--- src/rtl/traffic_phase_sequencer.sv ---
// traffic_phase_sequencer: 1 s-tick FLASH/GREEN/AMBER phase walker over approaches 1..4 (in clk, rst, run, flash_req; out ciclo, dest, phase_start, sec_left); define GREEN_BLINK_EN for blink during the last GREEN_BLINK_S seconds of green
module traffic_phase_sequencer #(
  parameter int CLK_HZ        = 27_000_000,
  parameter int GREEN_S       = 20,
  parameter int AMBER_S       = 3,
  parameter int GREEN_BLINK_S = 4
) (
  input  logic       clk,
  input  logic       rst,
  input  logic       run,
  input  logic       flash_req,
  output logic [3:0] ciclo,
  output logic       dest,
  output logic       phase_start,
  output logic [7:0] sec_left
);
  localparam int PW = CLK_HZ > 1 ? $clog2(CLK_HZ) : 1;
  typedef enum logic [1:0] {FLASH, GREEN, AMBER} state_e;
  state_e st_q, st_d;
  logic [1:0] ap_q, ap_d;
  logic [PW-1:0] cnt_q;
  logic [7:0] sec_d;
  logic [3:0] ciclo_d;
  logic tick, stop, dest_d;
  always_comb begin
    tick = cnt_q == PW'(CLK_HZ - 1);
    stop = flash_req || !run;
    st_d = st_q;
    ap_d = ap_q;
    sec_d = sec_left;
    if (tick) begin
      if (st_q == FLASH) begin
        if (!stop) begin
          st_d = GREEN;
          ap_d = 2'd0;
          sec_d = 8'(GREEN_S);
        end
      end else if (sec_left == 8'd1 || (st_q == GREEN && stop)) begin
        if (st_q == GREEN) begin
          st_d = AMBER;
          sec_d = 8'(AMBER_S);
        end else if (stop) begin
          st_d = FLASH;
          sec_d = 8'd0;
        end else begin
          st_d = GREEN;
          ap_d = ap_q + 2'd1;
          sec_d = 8'(GREEN_S);
        end
      end else sec_d = sec_left - 8'd1;
    end
    ciclo_d = st_d == FLASH ? 4'd0 : {1'b0, ap_d, 1'b0} + (st_d == GREEN ? 4'd1 : 4'd2);
`ifdef GREEN_BLINK_EN
    dest_d = st_d == FLASH || (st_d == GREEN && sec_d <= 8'(GREEN_BLINK_S));
`else
    dest_d = st_d == FLASH;
`endif
  end
  always_ff @(posedge clk) begin
    if (rst) begin
      cnt_q <= '0;
      st_q <= FLASH;
      ap_q <= 2'd0;
      sec_left <= 8'd0;
      ciclo <= 4'd0;
      dest <= 1'b1;
      phase_start <= 1'b0;
    end else begin
      cnt_q <= tick ? '0 : cnt_q + 1'b1;
      st_q <= st_d;
      ap_q <= ap_d;
      sec_left <= sec_d;
      ciclo <= ciclo_d;
      dest <= dest_d;
      phase_start <= ciclo_d != ciclo;
    end
  end
endmodule

--- config.mk ---
export PLATFORM = sky130hd
export DESIGN_NAME = traffic_phase_sequencer
export DESIGN_NICKNAME = d
export VERILOG_FILES = /design/src/rtl/traffic_phase_sequencer.sv
export SDC_FILE = /design/constraint.sdc
export NUM_CORES = 1
export LEC_CHECK = 0
export ABC_CLOCK_PERIOD_IN_PS = 3200
export CORE_MARGIN = 5
export CORE_UTILIZATION = 40
export CTS_CLUSTER_DIAMETER = 50
export DETAILED_ROUTE_END_ITERATION = 6
export PLACE_DENSITY = 0.58
export SLEW_MARGIN = 10
export SYNTH_ARGS = -nofsm -noshare
export SYNTH_HDL_FRONTEND = slang
export SYNTH_SLANG_ARGS = --single-unit
--- constraint.sdc ---
create_clock -name clk -period 3.2 [get_ports clk]
set_input_delay 0.48 -clock clk [delete_from_list [all_inputs] [get_ports clk]]
set_output_delay 0.48 -clock clk [all_outputs]
set_load 0.1 [all_outputs]
After elaboration in Yosys (flattened, before gate mapping)
Cells that the tools add are included.
- register bits after elaboration: 43
- bits in latches: 0
- RAM bits: 0
- bits in read-only memories: 0
- input bits: 4
- output and inout bits: 14
- word-level logic and storage cells: 44
- memories: 0
- add/sub/neg operators: 4
- multipliers: 0
- divide/modulo/power cells: 0
- $lt $le $gt $ge: 0
- equal/unequal tests: 6
- shifts and indexed selects: 0
- multiplexer cells: 19
- bitwise logic cells: 0
- reduce and logical (&&, ||, !) cells: 8
- operators by type and width (cell ; number):
    adder 25 x 1 -> 25 bit (second input constant) ; 1
    == test 25 bit (second input constant) ; 1
    2-to-1 mux 2 bit ; 12
    2-to-1 mux 8 bit ; 3
    2-to-1 mux 5 bit ; 2
    == test 8 x 1 -> 1 bit (second input constant) ; 1
    subtractor 8 x 1 -> 8 bit (second input constant) ; 1
    adder 3 x 2 -> 4 bit ; 1
    == test 2 x 1 -> 1 bit (second input constant) ; 2
    logical NOT 2 bit ; 2
    2-to-1 mux 4 bit ; 1
    inequality test 4 bit ; 1
    adder 2 x 1 -> 2 bit (second input constant) ; 1
    logical OR 1 bit ; 2
    inequality test 2 bit (second input constant) ; 1
    AND reduction 2 bit ; 1
    OR reduction 2 bit ; 1
    logical AND 1 bit ; 1
    logical NOT 1 bit ; 1
    2-to-1 mux 1 bit ; 1

Depth between registers and ports, before layout
Gate-level depths: netlist of run 1.
- depth in word-level cells: 12
- depth in mapped cells: 14

Worst setup path before layout of run 1
OpenSTA, ideal clock, no wires.
- path type: reg2reg
- start: register sec_left[1]
- end: register phase_start
- library setup time: 0.124 ns
- data arrival time: 3.212 ns
- required time: 3.076 ns
- slack: -0.136 ns
- stages on the path, launching flop included: 14
- buffers on the path: 0
- cell sequence: dfxtp_1 -> inv_1 -> ha_1 -> nand3_1 -> nand2_1 -> and3_1 -> or3_1 -> and2_1 -> ha_1 -> ha_1 -> nor4bb_1 -> a31oi_1 -> o21bai_1 -> o32ai_1
- word-level cells in the longest chain between the ends: 10
- elaborated cells between the ends (all ways): 14
- those cells by class: add/sub: 1; eq/ne: 3; mux: 8; reduce/logical: 2
- RTL lines (item ; line ; RTL):
    start, declared ; 15 ; output logic [7:0] sec_left
    start signal, assigned ; 64 ; sec_left <= 8'd0;
    start signal, assigned ; 72 ; sec_left <= sec_d;
    == test 8 x 1 -> 1 bit * ; 38 ; end else if (sec_left == 8'd1 || (st_q == GREEN && stop)) begin
    logical OR 1 bit * ; 38 ;
    2-to-1 mux 2 bit ; 38 ;
    2-to-1 mux 2 bit ; 32 ; if (st_q == FLASH) begin
    2-to-1 mux 2 bit ; 31 ; if (tick) begin
    == test 2 x 1 -> 1 bit ; 52 ; ciclo_d = st_d == FLASH ? 4'd0 : {1'b0, ap_d, 1'b0} + (st_d == GREEN ? 4'd1 : 4'd2);
    2-to-1 mux 2 bit ; 52 ;
    adder 3 x 2 -> 4 bit ; 52 ;
    2-to-1 mux 4 bit * ; 52 ;
    inequality test 4 bit * ; 75 ; phase_start <= ciclo_d != ciclo;
    end signal, assigned ; 75 ;
    end, declared ; 14 ; output logic phase_start,
Mark *: on every way between the ends. The rest lies on a longest branch, timed or not.
A chain may end at the register's enable or synchronous reset.

Final worst setup path of run 1
- start: register cnt_q[1]
- end: register phase_start
- word-level cells in the longest chain between the ends: 7
- elaborated cells between the ends (all ways): 9
- those cells by class: add/sub: 1; eq/ne: 3; mux: 4; reduce/logical: 1
- RTL lines (item ; line ; RTL):
    start, declared ; 21 ; logic [PW-1:0] cnt_q;
    start signal, assigned ; 69 ; cnt_q <= tick ? '0 : cnt_q + 1'b1;
    == test 25 bit * ; 26 ; tick = cnt_q == PW'(CLK_HZ - 1);
    2-to-1 mux 2 bit ; 31 ;
    == test 2 x 1 -> 1 bit ; 52 ;
    2-to-1 mux 2 bit ; 52 ;
    adder 3 x 2 -> 4 bit ; 52 ;
    2-to-1 mux 4 bit * ; 52 ;
    inequality test 4 bit * ; 75 ;
Marked as above.

==> flow_metrics.tcl, run 1 <==
set metrics [dict create \
    path_clk_slew_ps 80 \
    power_density_nw_per_um2 350 \
    route.vias.total 1901 \
    syn_nets 284 \
    insertion_delay_ps 290 \
    worstPathArrival_ps 3090 \
    p_clk_share_pct 38.0 \
    maxCapViolations 0 \
    peakVddDrop_mv 0.272 \
    yosysWarnings 0 \
    core_area_sq_um 5540 \
    die_x_microns 85.8 \
    setup_slack_ps 299 \
    maxSlewHeadroom_pct 35.5 \
    setup_tns_ps 0 \
    grtUsageTotal_pct 13.8 \
    diodes 0 \
    cts_tree "built" \
    status "finished clean" \
    grt_max_degree 26 \
    hp-class "flip-flop to flip-flop" \
    critPathRequiredTime_ps 3390 \
    syn_area_sq_um 2300 \
    p_total_mw 0.919 \
    multiInputGateArea_sq_um 1340 \
    grt_use_met3_pct 3.07 \
    setup_viol 0 \
    critPathMaxFanout 4 \
    fin_crit_ps 2900 \
    routed_wl_microns 4750 \
    synth_cells 274 \
    power_leakage_nw 0.991 \
    p_switching_mw 0.199 \
    port_buffers 17 \
    io-pin-count 18 \
    synthDistinctLibCells 47 \
    grt_pass1_wl_microns 8380 \
    synth-seq-cells 43 \
    clock_path_buffers 2 \
    use_met1_pct 17.2 \
    antenna_found_initial 0 \
    ant_nets 0 \
    post-route-drc-count 0 \
    syn_avg_cell_area_sq_um 8.38 \
    worstMarginPinSlew_ps 965 \
    final_hold_viol_count 0 \
    cts_num_sinks 43 \
    drt_pass1_iterations 4 \
    seqCellArea_sq_um 865 \
    post-place-ws_ps -92.0 \
    fmax_mhz 345 \
    p_seq_share_pct 58.8 \
    die_area_sq_um 7350 \
    swShare_pct 21.6 \
    start_kind "flip-flop" \
    overflow 0 \
    period_share_pct 90.6 \
    busiest_layer "met2" \
    grt.met2_usage_pct 23.3 \
    die-height_microns 85.8 \
    drv_slew 0 \
    clock_skew_ps 6.29 \
    nFillCells 571 \
    drt-initial-drc-count 53 \
    wl_per_cell_microns 12.9 \
    synthToLayoutAreaGrowth_pct 14.5 \
    num_rows 27 \
    gp_congestion 0.838 \
    combinationalPowerShare_pct 3.2 \
    power.internal_mw 0.721 \
    layout.nets 305 \
    timing_worst_setup_path_type "flip-flop to flip-flop" \
    dp_hpwl_microns 3450 \
    htree_levels 2 \
    drive_gt1_share_pct 14.2 \
    cts-root-buf "clkbuf_8" \
    final_util_pct 47.4 \
    numCtsBuffers 5 \
    initial_core_util_pct 41.4 \
    grt_setup_unrepaired "no" \
    vias_per_cell 5.18 \
    grt_pass1_vias 1846 \
    end_kind "flip-flop" \
    seq_area_frac_synth_pct 37.5 \
]
[state kept, by name, indices dropped and copies added, names as in the netlist]
signal and flops:
ciclo 4, dest 1, st_q 2, sec_left 8, phase_start 1, ap_q 2, cnt_q 25
[cells in the mapped netlist (all sizes together)]
| library cell | count | area share, % |
|---|---|---|
| or2 | 2 | 0.55 |
| nor2b | 4 | 1.1 |
| o21ai | 7 | 1.5 |
| a31o | 1 | 0.38 |
| o2111a | 1 | 0.49 |
| nor4b | 1 | 0.65 |
| o211ai | 1 | 0.33 |
| nor3 | 2 | 0.44 |
| o21a | 1 | 0.33 |
| nor2 | 44 | 7.2 |
| o21bai | 2 | 0.65 |
| xnor2 | 11 | 4.2 |
| clkbuf | 5 | 0.82 |
| and2 | 9 | 2.5 |
| and4 | 2 | 0.76 |
| a21oi | 18 | 3.9 |
| a31oi | 4 | 1.1 |
| nor4 | 3 | 2.1 |
| xor2 | 17 | 6.5 |
| inv | 9 | 1.5 |
| ha | 6 | 3.3 |
| nor4bb | 1 | 0.44 |
| a211oi | 4 | 1.3 |
| mux2i | 2 | 0.87 |
| and4bb | 2 | 1.1 |
| and3 | 9 | 2.5 |
| o31ai | 1 | 0.33 |
| nand2b | 1 | 0.27 |
| nand3 | 17 | 4.3 |
| dfxtp | 43 | 37 |
| nand2 | 16 | 2.6 |
| a21o | 1 | 0.33 |
| o2111ai | 1 | 0.38 |
| o22ai | 1 | 0.27 |
| buf | 7 | 2.6 |
| clkinv | 1 | 0.16 |
| or3 | 3 | 0.82 |
| nand4 | 10 | 2.7 |
| and3b | 1 | 0.38 |
| or4 | 1 | 0.33 |
| and2b | 1 | 0.33 |
| o32ai | 1 | 0.38 |
[cell type report]
cell class / instances / area share [%]
clock buffer: 6 / 3.14
timing repair buffer: 26 / 7.90
sequential: 43 / 32.9
clock inverter: 1 / 0.190
tap: 72 / 3.43
inverter: 10 / 1.43
multi-input combinational: 209 / 51.0
[cell families after synthesis]
logic type / after synthesis / synth area share (%)
adders and majority gates: 6 / 3.27
buffers and inverters: 22 / 5.01
AOI/OAI and AO/OA: 44 / 11.7
muxes: 2 / 0.872
and+or+nand+nor: 129 / 31.0
DFF: 43 / 37.5
xor gates and xnor gates: 28 / 10.7
[cells in the final DEF, fill, tap and decap left out, types with 10 or more instances in the layout]
master,netlist,layout
nor2_1,44,44
dfxtp_1,43,40
buf_4,2,21
a21oi_1,18,18
xor2_1,17,17
nand3_1,16,16
nand2_1,16,16
xnor2_1,11,11
nand4_1,10,10
[critical path, stage by stage (launching register included)]
cell,delay (ps)
dfxtp_1,360
ha_1,180
nand4_1,120
and4bb_2,330
and2_1,170
a21oi_1,80
or3_1,370
and2_1,150
ha_1,220
ha_4,270
nor4bb_2,270
a31oi_1,80
o21bai_1,140
o32ai_1,80
[stage by stage]
stage | instance area (sq um) | std cells | hold slack [ps]
after global routing | 2630 | 367 | 461
final | 2630 | 367 | 438
after global placement | 2510 | 359 | 452
after CTS | 2600 | 366 | 477
after detailed placement | 2510 | 359 | 457
after floorplan | 2300 | 274 | 430
[power by group through the flow]
stage,logic (mW),registers (mW),clock network [mW]
after global routing,0.0338,0.542,0.383
after global placement,0.0296,0.553,0
after detailed placement,0.0297,0.553,0
final,0.0294,0.541,0.349
after CTS,0.0300,0.541,0.366
after floorplan,0.0198,0.553,0
[timing repair]
action	4_1_cts	5_1_grt
hold buffers	0	0
hold endpoints to repair	0	0
endpoints found under the setup margin	0	1
setup buffers	0	1
gates resized for setup	0	4
[final timing paths]
path            start          end  slack [ps]  cells after the start
max          cnt_q[1]  phase_start         300                     13
min          cnt_q[0]     cnt_q[0]         440                      1
min reg2reg  cnt_q[0]     cnt_q[0]         440                      1
max reg2reg  cnt_q[1]  phase_start         300                     13
[routing by layer]
metal  wire length, microns  part of all wire (%)
met4                     92                   1.9
met3                    193                   4.1
met5                      0                     0
met2                   2250                    47
met1                   2220                    47
Power figures use the tool's default switching activity.
==> run 2: changes to the inputs <==
--- a/config.mk
+++ b/config.mk
@@ -11,6 +11,7 @@
 export CTS_CLUSTER_DIAMETER = 50
 export DETAILED_ROUTE_END_ITERATION = 6
 export PLACE_DENSITY = 0.58
+export SKIP_CTS_REPAIR_TIMING = 1
 export SLEW_MARGIN = 10
 export SYNTH_ARGS = -nofsm -noshare
 export SYNTH_HDL_FRONTEND = slang
==> results of run 2 <==
Final layout, timing and power as in run 1 (identical DEF).
==> run 3: changes to the inputs <==
--- a/config.mk
+++ b/config.mk
@@ -11,6 +11,7 @@
 export CTS_CLUSTER_DIAMETER = 50
 export DETAILED_ROUTE_END_ITERATION = 6
 export PLACE_DENSITY = 0.58
+export RECOVER_POWER = 25
 export SKIP_CTS_REPAIR_TIMING = 1
 export SLEW_MARGIN = 10
 export SYNTH_ARGS = -nofsm -noshare
==> run 3 against run 2 <==
Net effect:
- global-route usage did not move
- first-iteration DRC count rose by 3.8%
- register-to-register slack barely moved
- critical path depth did not move
- setup slack improved by 4.4 ps
- final area fell by 2.2%
- core utilization fell by 1.0 points
- largest cell class unchanged
- largest power group unchanged
- highest routed layer unchanged
==> flow_metrics.tcl, run 3 (synthesis gave the netlist of run 1 again) <==
set metrics [dict create \
    status "finished clean" \
    critPathRequiredTime_ps 3390 \
    hp-class "flip-flop to flip-flop" \
    maxCapViolations 0 \
    combinationalPowerShare_pct 3.2 \
    clock_skew_ps 6.39 \
    power.internal_mw 0.721 \
    worstMarginPinSlew_ps 1170 \
    fin_crit_ps 2900 \
    clock_path_buffers 2 \
    drive_gt1_share_pct 9.83 \
    cts_tree "built" \
    diodes 0 \
    overflow 0 \
    grtUsageTotal_pct 13.8 \
    htree_levels 2 \
    startpoint "cnt_q[1]" \
    gp_congestion 0.838 \
    drt-initial-drc-count 55 \
    p_clk_share_pct 38.0 \
    die-height_microns 85.8 \
    p_seq_share_pct 58.8 \
    post-place-ws_ps -92.0 \
    core_area_sq_um 5540 \
    grt_pass1_vias 1846 \
    instances_no_fill 367 \
    swShare_pct 21.7 \
    power_leakage_nw 0.940 \
    critPathMaxFanout 4 \
    wl_per_cell_microns 13.0 \
    end_kind "flip-flop" \
    max_stage_delay_ps 370 \
    hold_depth 1 \
    r2r_cells 13 \
    cts_num_sinks 43 \
    drv_slew 0 \
    layout.nets 305 \
    io-pin-count 18 \
    grt_max_degree 26 \
    timing_worst_setup_path_type "flip-flop to flip-flop" \
    hold_start "cnt_q[0]" \
    port_buffers 17 \
    setup_tns_ps 0 \
    start_kind "flip-flop" \
    initial_core_util_pct 41.4 \
    crit_chain "ha_1 > nand4_1 > and4bb_2 > and2_1 > a21oi_1 > or3_1 > and2_1 > ha_1 > ha_4 > nor4bb_2 > a31oi_1 > o21bai_1 > o32ai_1" \
    power_density_nw_per_um2 358 \
    worstPathArrival_ps 3080 \
    layout_common_cells "nor2_1, dfxtp_1, a21oi_1" \
    insertion_delay_ps 290 \
    drt_pass1_iterations 4 \
    grt_pass1_wl_microns 8380 \
    ant_nets 0 \
    fmax_mhz 345 \
    r2r_slack_ps 300 \
    setup_slack_ps 304 \
    layout_commonest_cell "nor2_1" \
    cp_slowest_cell "or3_1" \
    maxSlewHeadroom_pct 22.1 \
    setup_viol 0 \
    num_rows 27 \
    p_switching_mw 0.199 \
    die_x_microns 85.8 \
    peakVddDrop_mv 0.272 \
    vias_per_cell 5.18 \
    routed_wl_microns 4770 \
    dpl.cell_count 359 \
    post-route-drc-count 0 \
    antenna_found_initial 0 \
    rr_endpoint "phase_start" \
    p_total_mw 0.920 \
    holdPathEnd "cnt_q[0]" \
    largest_reg_flops 25 \
    synthToLayoutAreaGrowth_pct 12.0 \
    rr_startpoint "cnt_q[1]" \
    final_hold_viol_count 0 \
    route.vias.total 1901 \
    grt_setup_unrepaired "no" \
    max_flop_register "cnt_q" \
    numCtsBuffers 5 \
    period_share_pct 90.5 \
    cts-root-buf "clkbuf_8" \
    die_area_sq_um 7350 \
    path_clk_slew_ps 80 \
    dp_hpwl_microns 3450 \
    top_regs "cnt_q: 25 flops, sec_left: 8 flops, ciclo: 4 flops" \
]
[run 3: changes by cell type in the layout (fill, tap and decap cells not counted), sizes merged]
cell / previous run / this run
clkbuf: 6 / 18
buf: 21 / 9
[run 3: critical path: cells and delay by family (launching register included)]
family / cells / cell delay, ps
DFF: 1 / 360
AOI/OAI and AO/OA: 4 / 380
adders and majority gates: 3 / 670
and+or+nand+nor: 6 / 1410
[run 3: worst max path at each step]
stage                   to  slack, ps
2_1_floorplan  phase_start          4
3_3_place_gp   phase_start         80
3_5_place_dp   phase_start        -90
4_1_cts        phase_start        130
5_1_grt        phase_start         30
6_report       phase_start        300
[run 3: power groups by stage]
stage,Clock (mW),Sequential [mW],Combinational (mW)
6_report,0.349,0.541,0.0295
2_1_floorplan,0,0.553,0.0198
4_1_cts,0.366,0.541,0.0300
5_1_grt,0.383,0.542,0.0338
3_5_place_dp,0,0.553,0.0297
3_3_place_gp,0,0.553,0.0296
[run 3: routing by layer]
metal  global-route usage (%)  wire length (microns)  vias to the layer above
li1                         -                      -                      989
met1                     17.2                   2230                      880
met2                     23.3                   2280                       23
met3                     3.07                    165                        9
met4                     5.04                     92                        0
met5                        0                      0                        -
[run 3: final cells by class]
class	count	area, sq um
clock buffer	6	82.6
timing repair buffer	26	163
fill	573	2970
multi-input combinational	209	1330
clock inverter	1	5.00
inverter	10	37.5
tap	72	90.1
sequential	43	865
[run 3: metrics by stage]
step	hold slack, ps	util, %	area (sq um)
6_report	438	46.4	2570
5_1_grt	461	46.4	2570
4_1_cts	477	46.9	2600
3_5_place_dp	457	45.3	2510
3_3_place_gp	452	45.3	2510
2_1_floorplan	430	-	2300
